--- src/rtl/csr_ctrl.sv ---
// csr_ctrl: multi-cycle CSR read-modify-write and ecall/mret trap sequencer.
// One instruction flows through IDLE -> READ -> WRITE -> RESP; the result is
// held in RESP until the downstream handshake completes.
module csr_ctrl #(
    parameter int XLEN        = 32,
    parameter int ECALL_CAUSE = 11
) (
    input  logic            clk_i,
    input  logic            rst_i,
    input  logic            in_valid_i,
    output logic            in_ready_o,
    input  logic [2:0]      op_i,
    input  logic            is_ecall_i,
    input  logic            is_mret_i,
    input  logic [11:0]     csr_addr_i,
    input  logic [XLEN-1:0] rs1_data_i,
    input  logic [4:0]      zimm_i,
    input  logic [4:0]      rd_i,
    input  logic [XLEN-1:0] pc_i,
    output logic [11:0]     csr_addr_o,
    input  logic [XLEN-1:0] csr_rdata_i,
    output logic [XLEN-1:0] csr_wdata_o,
    output logic            csr_we_o,
    output logic            is_ecall_o,
    output logic            is_mret_o,
    output logic [XLEN-1:0] mepc_o,
    output logic [XLEN-1:0] mcause_o,
    output logic            out_valid_o,
    input  logic            out_ready_i,
    output logic [4:0]      rd_o,
    output logic            rd_we_o,
    output logic [XLEN-1:0] rd_wdata_o,
    output logic            redirect_o,
    output logic [XLEN-1:0] redirect_pc_o,
    output logic            illegal_o
);

    typedef enum logic [1:0] {IDLE, READ, WRITE, RESP} state_t;

    state_t            state_q, state_d;
    logic [2:0]        op_q, op_d;
    logic              ecall_q, ecall_d;
    logic              mret_q, mret_d;
    logic [11:0]       addr_q, addr_d;
    logic [XLEN-1:0]   rs1_q, rs1_d;
    logic [4:0]        zimm_q, zimm_d;
    logic [4:0]        rd_q, rd_d;
    logic [XLEN-1:0]   pc_q, pc_d;
    logic [XLEN-1:0]   old_q, old_d;

    logic              accept;
    logic              is_csr;
    logic              illegal;
    logic              wr_en;
    logic [XLEN-1:0]   src;
    logic [XLEN-1:0]   new_val;
    logic [11:0]       access_addr;

    assign accept = (state_q == IDLE) && in_valid_i && rst_i;

    // Decode of the latched instruction; mret_q is already masked by ecall.
    always_comb begin
        is_csr      = ~ecall_q & ~mret_q;
        illegal     = is_csr & (op_q[1:0] == 2'b00);
        src         = op_q[2] ? {{(XLEN-5){1'b0}}, zimm_q} : rs1_q;
        new_val     = src;
        case (op_q[1:0])
            2'b10:   new_val = old_q | src;
            2'b11:   new_val = old_q & ~src;
            default: new_val = src;
        endcase
        // Set/clear with x0 or a zero immediate must not touch the CSR.
        wr_en       = is_csr & ~illegal & ~((op_q[1:0] != 2'b01) && (zimm_q == 5'd0));
        access_addr = ecall_q ? 12'h305 : (mret_q ? 12'h341 : addr_q);
    end

    // Next-state logic for the sequencer.
    always_comb begin
        state_d = state_q;
        case (state_q)
            IDLE:    if (accept) state_d = READ;
            READ:    state_d = WRITE;
            WRITE:   state_d = RESP;
            RESP:    if (out_ready_i) state_d = IDLE;
            default: state_d = IDLE;
        endcase
    end

    // Instruction capture on accept and old-value capture in READ.
    always_comb begin
        op_d    = op_q;
        ecall_d = ecall_q;
        mret_d  = mret_q;
        addr_d  = addr_q;
        rs1_d   = rs1_q;
        zimm_d  = zimm_q;
        rd_d    = rd_q;
        pc_d    = pc_q;
        old_d   = old_q;
        if (accept) begin
            op_d    = op_i;
            ecall_d = is_ecall_i;
            mret_d  = is_mret_i & ~is_ecall_i;
            addr_d  = csr_addr_i;
            rs1_d   = rs1_data_i;
            zimm_d  = zimm_i;
            rd_d    = rd_i;
            pc_d    = pc_i;
        end
        if (state_q == READ) old_d = csr_rdata_i;
    end

    // State register with asynchronous reset; drops any in-flight instruction.
    always_ff @(posedge clk_i or negedge rst_i) begin
        if (!rst_i) state_q <= IDLE;
        else        state_q <= state_d;
    end

    // Datapath registers; only meaningful while the FSM is out of IDLE.
    always_ff @(posedge clk_i) begin
        op_q    <= op_d;
        ecall_q <= ecall_d;
        mret_q  <= mret_d;
        addr_q  <= addr_d;
        rs1_q   <= rs1_d;
        zimm_q  <= zimm_d;
        rd_q    <= rd_d;
        pc_q    <= pc_d;
        old_q   <= old_d;
    end

    // Per-state output decode; everything not driven by a state stays 0.
    always_comb begin
        in_ready_o    = 1'b0;
        csr_addr_o    = '0;
        csr_wdata_o   = '0;
        csr_we_o      = 1'b0;
        is_ecall_o    = 1'b0;
        is_mret_o     = 1'b0;
        mepc_o        = '0;
        mcause_o      = '0;
        out_valid_o   = 1'b0;
        rd_o          = '0;
        rd_we_o       = 1'b0;
        rd_wdata_o    = '0;
        redirect_o    = 1'b0;
        redirect_pc_o = '0;
        illegal_o     = 1'b0;
        case (state_q)
            IDLE: in_ready_o = rst_i;
            READ: csr_addr_o = access_addr;
            WRITE: begin
                csr_addr_o  = access_addr;
                csr_we_o    = wr_en;
                csr_wdata_o = wr_en ? new_val : '0;
                is_ecall_o  = ecall_q;
                is_mret_o   = mret_q;
                if (ecall_q) begin
                    mepc_o   = pc_q;
                    mcause_o = XLEN'(ECALL_CAUSE);
                end
            end
            RESP: begin
                out_valid_o = 1'b1;
                illegal_o   = illegal;
                if (is_csr) begin
                    rd_o       = rd_q;
                    rd_wdata_o = old_q;
                    rd_we_o    = (rd_q != 5'd0) & ~illegal;
                end else begin
                    redirect_o    = 1'b1;
                    redirect_pc_o = ecall_q ? {old_q[XLEN-1:2], 2'b00} : old_q;
                end
            end
            default: ;
        endcase
    end

endmodule

--- config.mk ---
export PLATFORM = sky130hd
export DESIGN_NAME = csr_ctrl
export DESIGN_NICKNAME = d
export VERILOG_FILES = /design/src/rtl/csr_ctrl.sv
export SDC_FILE = /design/constraint.sdc
export NUM_CORES = 1
export LEC_CHECK = 0
export BUFFER_PORTS_ARGS = -buffer_cell sky130_fd_sc_hd__buf_2
export CAP_MARGIN = 20
export CORE_MARGIN = 8
export CORE_UTILIZATION = 35
export CTS_CLUSTER_SIZE = 20
export DETAILED_ROUTE_END_ITERATION = 7
export PLACE_DENSITY_LB_ADDON = 0.1
export RECOVER_POWER = 100
export SLEW_MARGIN = 20
export SYNTH_ARGS = -nofsm -noshare
export SYNTH_HDL_FRONTEND = slang
export SYNTH_SLANG_ARGS = --single-unit
--- constraint.sdc ---
create_clock -name clk_i -period 3.7 [get_ports clk_i]
set_input_delay 0.74 -clock clk_i [delete_from_list [all_inputs] [get_ports clk_i]]
set_output_delay 0.74 -clock clk_i [all_outputs]
set_load 0.01 [all_outputs]
==> results.json <==
{
  "multi_input_area_sq_um": 1730,
  "synth_cells": 465,
  "synth_top_area_cell": "edfxtp_1",
  "synthTopCellsByCount": "123 x edfxtp_1, 72 x and2_1, 40 x and3_1",
  "grt_pass1_wl_mm": 28.5,
  "finalInstanceArea_sq_um": 7730,
  "numCtsBuffers": 17,
  "synth-edff-count": 123,
  "worstMarginPinSlew_ps": 1720,
  "drtIter0Drc": 125,
  "routedWlPerCell_um": 19.3,
  "ys_ff_latch": 125,
  "cp_data_arrival_time_ps": 2650,
  "synth_area_sq_um": 5960,
  "final.fill_count": 1688,
  "antenna_found_initial": 4,
  "ctsResizeCount": 0,
  "numPortBuffers": 282,
  "h-tree-depth": 4,
  "leakage_nw": 3.30,
  "end_kind": "output port",
  "p_clk_share_pct": 32.5,
  "power_density_nw_per_um2": 606,
  "intPower_mw": 3.23,
  "first_global_vias": 4956,
  "layout.nets": 872,
  "net-switching-power_mw": 1.45,
  "drive_above_1_share_pct": 28.3,
  "clkTransAtPathRegs_ps": 50,
  "fin_crit_sh_pct": 91.7,
  "grt-ovfl-total": 0,
  "dp_cells": 941,
  "synth_top_area_share_pct": 62.0,
  "maxCapViolCount": 1,
  "finalSetupTns_ps": 0,
  "cts_sinks": 125,
  "finalMaxSlewViolations": 33,
  "rsz0062_at_grt": "false",
  "postCtsHoldBufs": 0,
  "violations": "max-capacitance violations, max-slew violations",
  "hpwl_mm": 14.6,
  "min_period_ps": 3390,
  "worst-setup-path-type": "flop to output port",
  "combPwrFrac_pct": 25.7,
  "crit_path_start_kind": "flop",
  "yosys-top-cells-area": "edfxtp_1 62%, and2_1 7.6%, and3_1 4.2%, buf_4 4.0%, a21oi_2 3.5%",
  "gp_congestion": 0.834,
  "ios": 312,
  "root_buffer": "clkbuf_16",
  "cts_buffer_depth": 2,
  "seq_area_frac_synth_pct": 62.9,
  "area_growth_pct": 29.7,
  "grt_max_degree": 53,
  "grtUsageTotal_pct": 17.3,
  "syn_area_per_cell_sq_um": 12.8,
  "vias": 4456,
  "drc": 0,
  "placed_area_sq_um": 7450,
  "holdCritPathClass": "input pin to async pin",
  "layoutNonFillerInstCount": 974,
  "dieArea_sq_um": 21400,
  "final_hold_viol_count": 0,
  "dr.pass1.iters": 4,
  "max_freq_ghz": 0.295,
  "die_y_um": 146,
  "ys_async_sr_fraction_pct": 1.60,
  "worstPathMaxFanout": 26,
  "ir_drop_v": 0.000298,
  "via_per_inst": 4.57,
  "yosysMostFrequentCell": "edfxtp_1",
  "yosysWarnings": 0,
  "rows": 47,
  "fp.dieW_um": 146,
  "regArea_sq_um": 3740,
  "synth_cell_type_count": 33,
  "required_ps": 2960,
  "post-cts-setup-buffer-count": 0,
  "clock_latency_ps": 410,
  "sequentialPowerShare_pct": 41.8,
  "ys.flop_type": "edfxtp_1",
  "setup_viol": 0,
  "status": "finished, violations left",
  "cts_tree": "done",
  "core_area_sq_um": 16600,
  "initial_core_util_pct": 35.9,
  "swShare_pct": 31.0,
  "fin_worst_skew_ps": 5.92,
  "relSlewSlack_pct": -14.7,
  "ant_nets": 0,
  "drt_wl_total_mm": 18.8
}
-- power groups by stage --
| stage | clock network, mW | logic [mW] | registers [mW] |
|---|---|---|---|
| 5_1_grt | 1.63 | 1.35 | 1.98 |
| 6_report | 1.52 | 1.20 | 1.96 |
| 2_1_floorplan | 0 | 0.805 | 1.93 |
| 4_1_cts | 1.57 | 1.34 | 1.95 |
| 3_3_place_gp | 0 | 1.32 | 1.97 |
| 3_5_place_dp | 0 | 1.33 | 1.98 |
-- area by class of cell --
cell class	instances	share of cell area (%)
Antenna cell	1	0.0324
Clock buffer	22	5.75
Clock inverter	10	1.26
Inverter	28	1.36
Multi-Input combinational cell	276	22.4
Sequential cell	125	48.5
Tap cell	220	3.56
Timing Repair Buffer	292	17.2
-- flip-flops by register name (all words and copies together) (netlist names) --
register  count
old_q        32
pc_q         32
rs1_q        32
addr_q       12
rd_q          5
zimm_q        5
op_q          3
state_q       2
ecall_q       1
mret_q        1
-- path summary, 6_finish.rpt --
kind / to / slack (ps) / depth (start not counted) / startpoint
max in group asynchronous: state_q[0]$_DFFE_PN0P_ / 3380 / 1 / rst_i
min in group clk_i: pc_q[16]$_DFFE_PP_ / 500 / 1 / pc_i[16]
setup / recovery: redirect_pc_o[21] / 310 / 5 / mret_q$_DFFE_PP_
hold reg to reg: state_q[1]$_DFFE_PN0P_ / 590 / 1 / state_q[1]$_DFFE_PN0P_
setup reg to reg: rs1_q[4]$_DFFE_PP_ / 810 / 4 / state_q[0]$_DFFE_PN0P_
hold / removal: state_q[1]$_DFFE_PN0P_ / 150 / 1 / rst_i
-- cells in the final DEF, fill, tap and decap left out, types with 2 or more instances in the layout --
| cell type | instances |
|---|---|
| clkinv_1 | 4 |
| o31a_1 | 3 |
| a21oi_1 | 28 |
| nor2b_1 | 5 |
| inv_1 | 28 |
| buf_2 | 172 |
| o211ai_1 | 25 |
| nand2_1 | 7 |
| or3_1 | 25 |
| edfxtp_1 | 123 |
| and3_1 | 39 |
| nor2_2 | 4 |
| and3b_1 | 2 |
| clkbuf_16 | 17 |
| clkbuf_1 | 119 |
| clkinv_2 | 3 |
| nor3b_1 | 2 |
| nor2_1 | 7 |
| clkbuf_2 | 2 |
| mux2i_1 | 7 |
| conb_1 | 29 |
| bufinv_16 | 2 |
| buf_4 | 4 |
| and2_1 | 55 |
| and2_0 | 17 |
| ha_1 | 5 |
| mux2_2 | 6 |
| dfrtp_1 | 2 |
-- worst max-delay path, cell delays in order, from the launching register on --
cell and delay [ps]:
edfxtp_1 510, nor2_1 200, nor2b_1 630, clkbuf_2 520, and2_1 190, clkbuf_1 170
-- per-layer routing --
metal | part of all wire (%) | track usage (%) | up-vias
met5 | 0.27 | 0 | -
met4 | 1.1 | 4.69 | 8
met3 | 11 | 8.65 | 23
met2 | 49 | 29.7 | 226
met1 | 39 | 18.5 | 2052
li1 | - | - | 2147
-- stage by stage --
step                      hold WS (ps)  power (mW)  util, %  worst slack (ps)
after floorplan                    444        2.73        -               333
after global placement             546        3.29     44.9               768
after detailed placement           545        3.31     44.9               780
after CTS                          103        4.86     48.2               334
after global routing               145        4.96     46.6               129
final                              146        4.68     46.6               306
-- cells by family after synthesis --
logic type / after synthesis / share of synthesized area, %
adders and majority gates: 5 / 1.05
AOI/OAI and AO/OA: 60 / 7.94
muxes: 13 / 2.31
and+or+nand+nor: 169 / 17.4
buffers and inverters: 92 / 8.36
DFF: 125 / 62.9
other: 1 / 0.0630
Power figures use the tool's default switching activity.
